[config.mk]
export PLATFORM = sky130hd
export DESIGN_NAME = prefetch_queue
export DESIGN_NICKNAME = d
export VERILOG_FILES = /design/src/rtl/prefetch_queue.sv
export SDC_FILE = /design/constraint.sdc
export NUM_CORES = 1
export LEC_CHECK = 0
export CORE_ASPECT_RATIO = 1.75
export CORE_MARGIN = 2
export CORE_UTILIZATION = 30
export CTS_BUF_LIST = sky130_fd_sc_hd__clkbuf_8
export DETAILED_ROUTE_END_ITERATION = 8
export GPL_ROUTABILITY_DRIVEN = 0
export PLACE_DENSITY_LB_ADDON = 0.1
export RECOVER_POWER = 25
export SETUP_SLACK_MARGIN = 0.5
export SYNTH_ARGS = -nofsm -noshare
export SYNTH_HDL_FRONTEND = slang
export SYNTH_SLANG_ARGS = --single-unit
[constraint.sdc]
create_clock -name clk -period 10 [get_ports clk]
set_input_delay 1 -clock clk [delete_from_list [all_inputs] [get_ports clk]]
set_output_delay 1 -clock clk [all_outputs]
set_load 0.01 [all_outputs]
[src/rtl/prefetch_queue.sv]
// Six-byte instruction prefetch queue with a single-request word bus.
// Fetches little-endian words at CS:IP and hands bytes to the decoder.
module prefetch_queue (
    input  logic        clk,
    input  logic        rst,
    input  logic        flush,
    input  logic [15:0] new_cs,
    input  logic [15:0] new_ip,
    output logic [7:0]  q_byte,
    output logic [15:0] q_ip,
    output logic        q_valid,
    input  logic        q_rd,
    output logic [2:0]  q_count,
    output logic        req,
    input  logic        ack,
    output logic        rw,
    output logic [15:0] dtw,
    input  logic [15:0] dtr,
    output logic [19:0] adr
);

    typedef enum logic [1:0] {
        IDLE,
        FETCH,
        DISCARD
    } state_t;

    state_t      r_state;
    logic [7:0]  r_mem [6];
    logic [2:0]  r_head;
    logic [2:0]  r_count;
    logic [15:0] r_cs;
    logic [15:0] r_fip;
    logic [15:0] r_qip;
    logic        r_req_q;
    logic [19:0] r_adr;

    logic [19:0] w_phys;
    logic        w_odd;
    logic        w_pop;
    logic        w_push;
    logic [1:0]  w_n;
    logic [2:0]  w_inc;
    logic [2:0]  w_dec;
    logic [2:0]  w_tail;
    logic [2:0]  w_tail1;
    logic [2:0]  w_head1;

    function automatic logic [2:0] wrap6(input logic [3:0] s);
        logic [3:0] t;
        t = (s >= 4'd6) ? s - 4'd6 : s;
        return t[2:0];
    endfunction

    assign w_phys  = {r_cs, 4'h0} + {4'h0, r_fip};
    assign w_odd   = r_fip[0];
    assign w_pop   = q_rd && (r_count != 3'd0);
    assign w_push  = (r_state == FETCH) && ack && !flush;
    assign w_n     = w_odd ? 2'd1 : 2'd2;
    assign w_inc   = w_push ? {1'b0, w_n} : 3'd0;
    assign w_dec   = {2'b00, w_pop};
    assign w_tail  = wrap6({1'b0, r_head} + {1'b0, r_count});
    assign w_tail1 = wrap6({1'b0, r_head} + {1'b0, r_count} + 4'd1);
    assign w_head1 = wrap6({1'b0, r_head} + 4'd1);

    // Byte storage needs no reset: occupancy alone decides what is valid.
    always_ff @(posedge clk) begin
        if (w_push) begin
            if (w_odd) begin
                r_mem[w_tail]  <= dtr[15:8];
            end else begin
                r_mem[w_tail]  <= dtr[7:0];
                r_mem[w_tail1] <= dtr[15:8];
            end
        end
    end

    always_ff @(posedge clk or posedge rst) begin
        if (rst) begin
            r_state <= IDLE;
            r_req_q <= 1'b0;
            r_adr   <= 20'h0;
            r_cs    <= 16'hFFFF;
            r_fip   <= 16'h0;
            r_qip   <= 16'h0;
            r_head  <= 3'd0;
            r_count <= 3'd0;
        end else if (flush) begin
            r_cs    <= new_cs;
            r_fip   <= new_ip;
            r_qip   <= new_ip;
            r_head  <= 3'd0;
            r_count <= 3'd0;
            // An ack arriving with flush closes the bus cycle; its data is dropped.
            unique case (r_state)
                IDLE: r_state <= IDLE;
                FETCH, DISCARD: begin
                    if (ack) begin
                        r_state <= IDLE;
                        r_req_q <= 1'b0;
                    end else begin
                        r_state <= DISCARD;
                    end
                end
                default: r_state <= IDLE;
            endcase
        end else begin
            if (w_pop) begin
                r_head <= w_head1;
                r_qip  <= r_qip + 16'd1;
            end
            r_count <= r_count + w_inc - w_dec;
            unique case (r_state)
                IDLE: begin
                    if (r_count <= 3'd4) begin
                        r_state <= FETCH;
                        r_req_q <= 1'b1;
                        r_adr   <= {w_phys[19:1], 1'b0};
                    end
                end
                FETCH: begin
                    if (ack) begin
                        r_state <= IDLE;
                        r_req_q <= 1'b0;
                        r_fip   <= r_fip + {14'd0, w_n};
                    end
                end
                DISCARD: begin
                    if (ack) begin
                        r_state <= IDLE;
                        r_req_q <= 1'b0;
                    end
                end
                default: r_state <= IDLE;
            endcase
        end
    end

    assign req     = r_req_q & ~ack;
    assign adr     = r_adr;
    assign rw      = 1'b0;
    assign dtw     = 16'h0;
    assign q_byte  = r_mem[r_head];
    assign q_ip    = r_qip;
    assign q_valid = (r_count != 3'd0);
    assign q_count = r_count;

endmodule

==> impl_results.md, run 1 <==
* Status: finished, violations left
* Failing checks: capacitance limit, slew limit
* Wire per inst at 17.4 um
* Sw Pwr at 0.745 mW
* Via density at 4.82
* Hpwl dp at 13900 um
* Antenna-violating nets left at 0
* Avg Inst Size Synth at 11.1 sq um
* Yosys warns at 0
* Clock buffer depth at 2
* RSZ-0062 raised after global routing: no
* Setup slack, reg-to-reg at 6.18 ns
* Layout Nets at 846
* Drc violations at 0
* WP data arrival at 5.47 ns
* Max Slew Vio Count at 150
* Fin cells at 1081
* Grt total ovfl at 0
* CTS Root Cell: clkbuf_8
* CP endpoint kind: flip-flop
* H-tree depth at 4
* EDFF count, synth at 48
* Post-CTS Resized at 0
* Layout cells sized above 1 at 20.6%
* Worst Skew at 0.0155 ns
* DRT met1 WL at 7020 um
* Mux contribution to synthesized area at 17.3%
* Die width at 122 um
* Crit path time final at 5.28 ns
* WL met3 at 658 um
* Top FF cell, synth: dfrtp_1
* FF+latch count, synth at 124
* Syn-to-layout area delta at 23.0%
* Slew headroom at -181%
* Yosys cell types at 62
* Setup_tns at 0 ns
* Post-synthesis sequential area ratio at 46.1%
* Max_cap viols at 2
* Initial antenna violation count at 0
* Initial Util at 30.5%
* Met2 WL at 10700 um
* Power density cells at 229 mW/mm^2
* I/O pin total at 119
* Worst-Margin Slew at 4.22 ns
* Fmax at 189 MHz
* Startpoint Class: input port
* TritonCTS clock tree: yes
* Most frequent cells in the layout: 98 x clkdlybuf4s50_1, 83 x mux2_2, 65 x nand2_1, 60 x dfrtp_1, 48 x edfxtp_1
* Net Sw Frac at 36.3%
* Final wirelength at 18800 um
* Share of synthesized registers carrying an async set or reset at 61.3%
* TritonCTS buffer count at 17
* Top layer in use: met4
* Util after Layout at 37.5%
* Sequential power share at 34.1%
* Mapped cell area at 0.00729 sq mm
* Internal Power at 1.31 mW
* Post-synthesis simple-gate area fraction at 12.7%
* Clock share of power at 23.1%
* DRT Pass-1 Iters at 4
* Synth Area in XOR/XNOR at 5.61%
* Worst-path clk slew at 0.07 ns
* WHS at 0.478 ns
* Crit path required time at 10.19 ns
* Largest area contributor in the netlist: dfrtp_1
* Count of clock tree sinks at 124
* Cells after Synth at 658
* Core Area at 0.0239 sq mm
* Post-CTS Setup Bufs at 0
* Most common cell after layout, fill and taps aside: clkdlybuf4s50_1
* First-pass GRT wire length at 29500 um
* Skew-Pair Late Insertion Delay at 0.46 ns
* Post-synth top area share at 20.6%
* Worst Hold Class: reg -> reg
* Final Cycle Share at 52.8%
* Vias at 5215
* Maximum VDD drop at 0.000100 V
* Final Hold Fails at 0
* Critical path class: in -> reg
* # rows at 75
* GRT Util Overall at 15.3%
* Number of global-route vias before repair at 5390
* Final setup fails at 0
* CTS Hold Bufs at 0
* Dominant cells by area after synthesis: dfrtp_1 21%, edfxtp_1 20%, mux2_2 13%
* Buffers added on ports at 100
* Largest net degree at the start of global routing at 77
* Diode count at 0
* Adder-cell area share of the yosys netlist at 5.97%
* Die height at 210 um
* Die area at 0.0256 sq mm
* Logic gate share of total power at 42.8%
* Largest family of logic cells by synthesized area: multiplexers
* Post-synthesis compound-gate area fraction at 7.87%
* Initial DRC count at 259
* Leakage power at 3.47 nW
* CP max FO at 72
* DP Cell Count at 1049
==> critical path, stage by stage <==
cell	delay (ns)
buf_2	0.07
clkbuf_1	2.52
nor3_2	0.45
inv_2	0.37
ha_1	0.16
inv_1	0.05
fa_1	0.43
xor2_1	0.20
xnor2_1	0.14
nor2_1	0.05
==> synth_stat cells (all sizes together), types with 10 or more instances <==
library cell  instances
mux2                 84
nand2                65
dfrtp                60
edfxtp               48
nor2                 48
xnor2                34
a21oi                32
ha                   30
o21ai                29
inv                  24
buf                  23
nand3                21
clkbuf               18
dfstp                16
mux2i                13
nor3                 11
xor2                 11
nand4                10
==> logic make-up after synthesis <==
logic type               Yosys count
XOR/XNOR                          45
AO/OA/AOI/OAI                     91
adder cells (fa/ha/maj)           33
other                              1
multiplexers                     105
flip-flops                       124
buffers and inverters             65
AND/OR/NAND/NOR                  194
==> sequential cells by signal (all words and copies together), names as in the netlist <==
name     cells
r_mem       48
adr         19
q_ip        16
r_cs        16
r_fip       16
q_count      3
r_head       3
r_state      2
r_req_q      1
==> power by group through the flow <==
stage / sequential [mW] / clock, mW / combinational, mW
final: 0.700 / 0.476 / 0.879
after global routing: 0.715 / 0.514 / 0.974
after floorplan: 0.715 / 0 / 0.566
after detailed placement: 0.713 / 0 / 0.885
after CTS: 0.703 / 0.493 / 0.890
after global placement: 0.710 / 0 / 0.868
==> final timing paths <==
check / start / endpoint / cells after the start
max in group asynchronous: rst / q_ip[11] / 3
worst max-delay path: flush / q_count[2] / 10
worst min-delay path: adr[4] / adr[4] / 2
worst max register to register: r_head[1] / r_mem[5][4] / 9
min in group asynchronous: rst / r_state[1] / 3
worst min register to register: adr[4] / adr[4] / 2
==> cell type report <==
| type | count | area, sq um |
|---|---|---|
| clock inverter | 15 | 180 |
| sequential | 124 | 3360 |
| timing repair buffer | 107 | 1040 |
| inverter | 24 | 91.3 |
| multi-input combinational | 486 | 3670 |
| fill | 2402 | 15000 |
| clock buffer | 17 | 234 |
| tap | 308 | 385 |
==> per-stage QoR <==
step	power, mW	setup WS [ns]	cell area (sq um)
floorplan	1.28	6.58	7360
global placement	1.58	6.19	8560
detailed placement	1.60	6.16	8560
CTS	2.09	6.15	8980
global route	2.20	4.05	8970
finish	2.05	4.72	8970
==> per-layer routing <==
layer	vias up	GRT usage, %
li1	2533	-
met1	2555	16.2
met2	103	29.0
met3	24	3.19
met4	0	5.79
met5	-	0
Power figures use the tool's default switching activity.
==> inputs of run 2 (changes only) <==
- clock period: 10 -> 4.4 ns (I/O delays scaled with it)
==> run 2 against run 1 <==
Net effect: highest routed layer unchanged; count of clock-buffer cells in the layout stayed put; sequential power is 130% higher; sequential cell count stayed put; the flow still finishes with violations (capacitance limit, slew limit); worst setup slack worse by 3.8 ns; clock power increased by 86%; sequential share of layout area grew 0.23 points; critical endpoint is now r_mem[5][5]; register-to-register slack lost 5.3 ns; utilization down 0.23 points; total power rose by 120%.
==> impl_results.md, run 2 (synthesis results as in run 1) <==
* Initial DRC count at 213
* Leakage power at 3.45 nW
* Final Cycle Share at 79.8%
* Design Power at 4.47 mW
* Worst-Margin Slew at 2.41 ns
* Final setup fails at 0
* Initial antenna violation count at 0
* Status: finished, violations left
* Die width at 122 um
* First-pass GRT wire length at 29800 um
* Diode count at 0
* Largest reg by FF count: r_mem
* Hold Path Origin: adr[1]
* Core Area at 0.0239 sq mm
* Worst Skew at 0.0153 ns
* Crit path time final at 3.51 ns
* Die area at 0.0256 sq mm
* Critical path class: reg -> reg
* I/O pin total at 119
* Max FFs per register at 48
* Number of global-route vias before repair at 5436
* DRT Pass-1 Iters at 4
* Setup slack, reg-to-reg at 0.89 ns
* GRT Util Overall at 15.5%
* CTS Root Cell: clkbuf_8
* CP max FO at 9
* Largest net degree at the start of global routing at 54
* WP data arrival at 3.71 ns
* Post-CTS Setup Bufs at 0
* Vias at 5195
* Clock buffer depth at 2
* Setup_tns at 0 ns
* Syn-to-layout area delta at 22.2%
* Failing checks: capacitance limit, slew limit
* Final wirelength at 19100 um
* Maximum VDD drop at 0.000196 V
* TritonCTS clock tree: yes
* R2r worst-path depth at 10
* CP endpoint kind: flip-flop
* CTS Hold Bufs at 0
* Max Slew Vio Count at 101
* Most frequent cells in the layout: 98 x clkdlybuf4s50_1, 83 x mux2_2, 65 x nand2_1, 60 x dfrtp_1, 48 x edfxtp_1
* Hold EP: adr[1]
* Power density cells at 502 mW/mm^2
* Fmax at 285 MHz
* Startpoint Class: flip-flop
* Slew headroom at -61.9%
* # rows at 75
* Initial Util at 30.5%
* Max_cap viols at 2
* Grt total ovfl at 0
* Worst Hold Class: reg -> reg
* Worst-path clk slew at 0.07 ns
* TritonCTS buffer count at 17
* Hpwl dp at 14200 um
* Wire per inst at 17.6 um
* Crit path required time at 4.60 ns
* Buffers added on ports at 100
* Via density at 4.79
* RR Startpoint: q_count[0]
* R2r endpoint: r_mem[5][5]
* Layout cells sized above 1 at 19.9%
* Antenna-violating nets left at 0
* Layout Nets at 851
* H-tree depth at 4
* Final Hold Fails at 0
* Skew-Pair Late Insertion Delay at 0.45 ns
* Die height at 210 um
* Drc violations at 0
* Count of clock tree sinks at 124
* RSZ-0062 raised after global routing: no
* Most common cell after layout, fill and taps aside: clkdlybuf4s50_1
* Min-Delay Path Depth at 2
* Post-CTS Resized at 0
* Layout fillers at 2429
-- run 2: cell types whose count changed in the layout (fill, tap and decap cells not counted), sizes merged --
cell	previous run	this run
buf	6	9
clkbuf	19	21
bufinv	4	1
inv	26	28
-- run 2: metal layers --
layer / track usage, % / up-vias / part of all wire [%]
met5: 0 / - / 0
met4: 5.19 / 0 / 1.2
met3: 3.11 / 11 / 3.4
met2: 29.9 / 115 / 57
met1: 16.1 / 2536 / 38
li1: - / 2533 / -
-- run 2: stage by stage --
| stage | cells | instance area (sq um) | worst slack (ns) | utilization [%] | hold WS (ns) |
|---|---|---|---|---|---|
| 2_1_floorplan | 675 | 7360 | 0.983 | - | 0.491 |
| 3_3_place_gp | 1054 | 8600 | 0.984 | 35.9 | 0.466 |
| 3_5_place_dp | 1054 | 8600 | 0.856 | 35.9 | 0.467 |
| 4_1_cts | 1085 | 8930 | 0.846 | 37.3 | 0.483 |
| 5_1_grt | 1085 | 8910 | 0.580 | 37.3 | 0.504 |
| 6_report | 1085 | 8910 | 0.887 | 37.3 | 0.476 |
-- run 2: report_power, final --
| part | leakage [nW] | internal [mW] | switching, mW |
|---|---|---|---|
| combinational | 1.95 | 0.944 | 1.06 |
| clock | 0.178 | 0.423 | 0.462 |
| sequential | 1.32 | 1.43 | 0.147 |
-- run 2: worst max path at each step --
| stage | startpoint | end | slack (ns) |
|---|---|---|---|
| after floorplan | r_head[1] | r_mem[1][0] | 0.98 |
| after global placement | q_count[0] | r_mem[5][6] | 0.98 |
| after detailed placement | q_count[0] | r_mem[5][0] | 0.86 |
| after CTS | q_count[0] | r_mem[5][6] | 0.85 |
| after global routing | flush | q_count[2] | 0.58 |
| final | q_count[0] | r_mem[5][5] | 0.89 |
-- run 2: layout make-up --
class                           instances  area, sq um  share of cell area [%]
Tap cell                              308          385                    4.32
Timing Repair Buffer                  112         1070                    12.0
Multi-Input combinational cell        486         3670                    41.2
Clock inverter                         14         92.6                    1.04
Inverter                               24         91.3                    1.02
Clock buffer                           17          234                    2.62
Sequential cell                       124         3360                    37.7
-- run 2: worst max-delay path: stages, from the launching register on --
cell	delay (ns)
dfrtp_1	0.43
ha_1	0.19
inv_1	0.05
fa_1	0.60
inv_1	0.14
ha_1	0.23
xnor2_2	0.38
nor2b_2	0.28
mux2i_1	0.10
o21ai_2	0.45
mux2_2	0.40
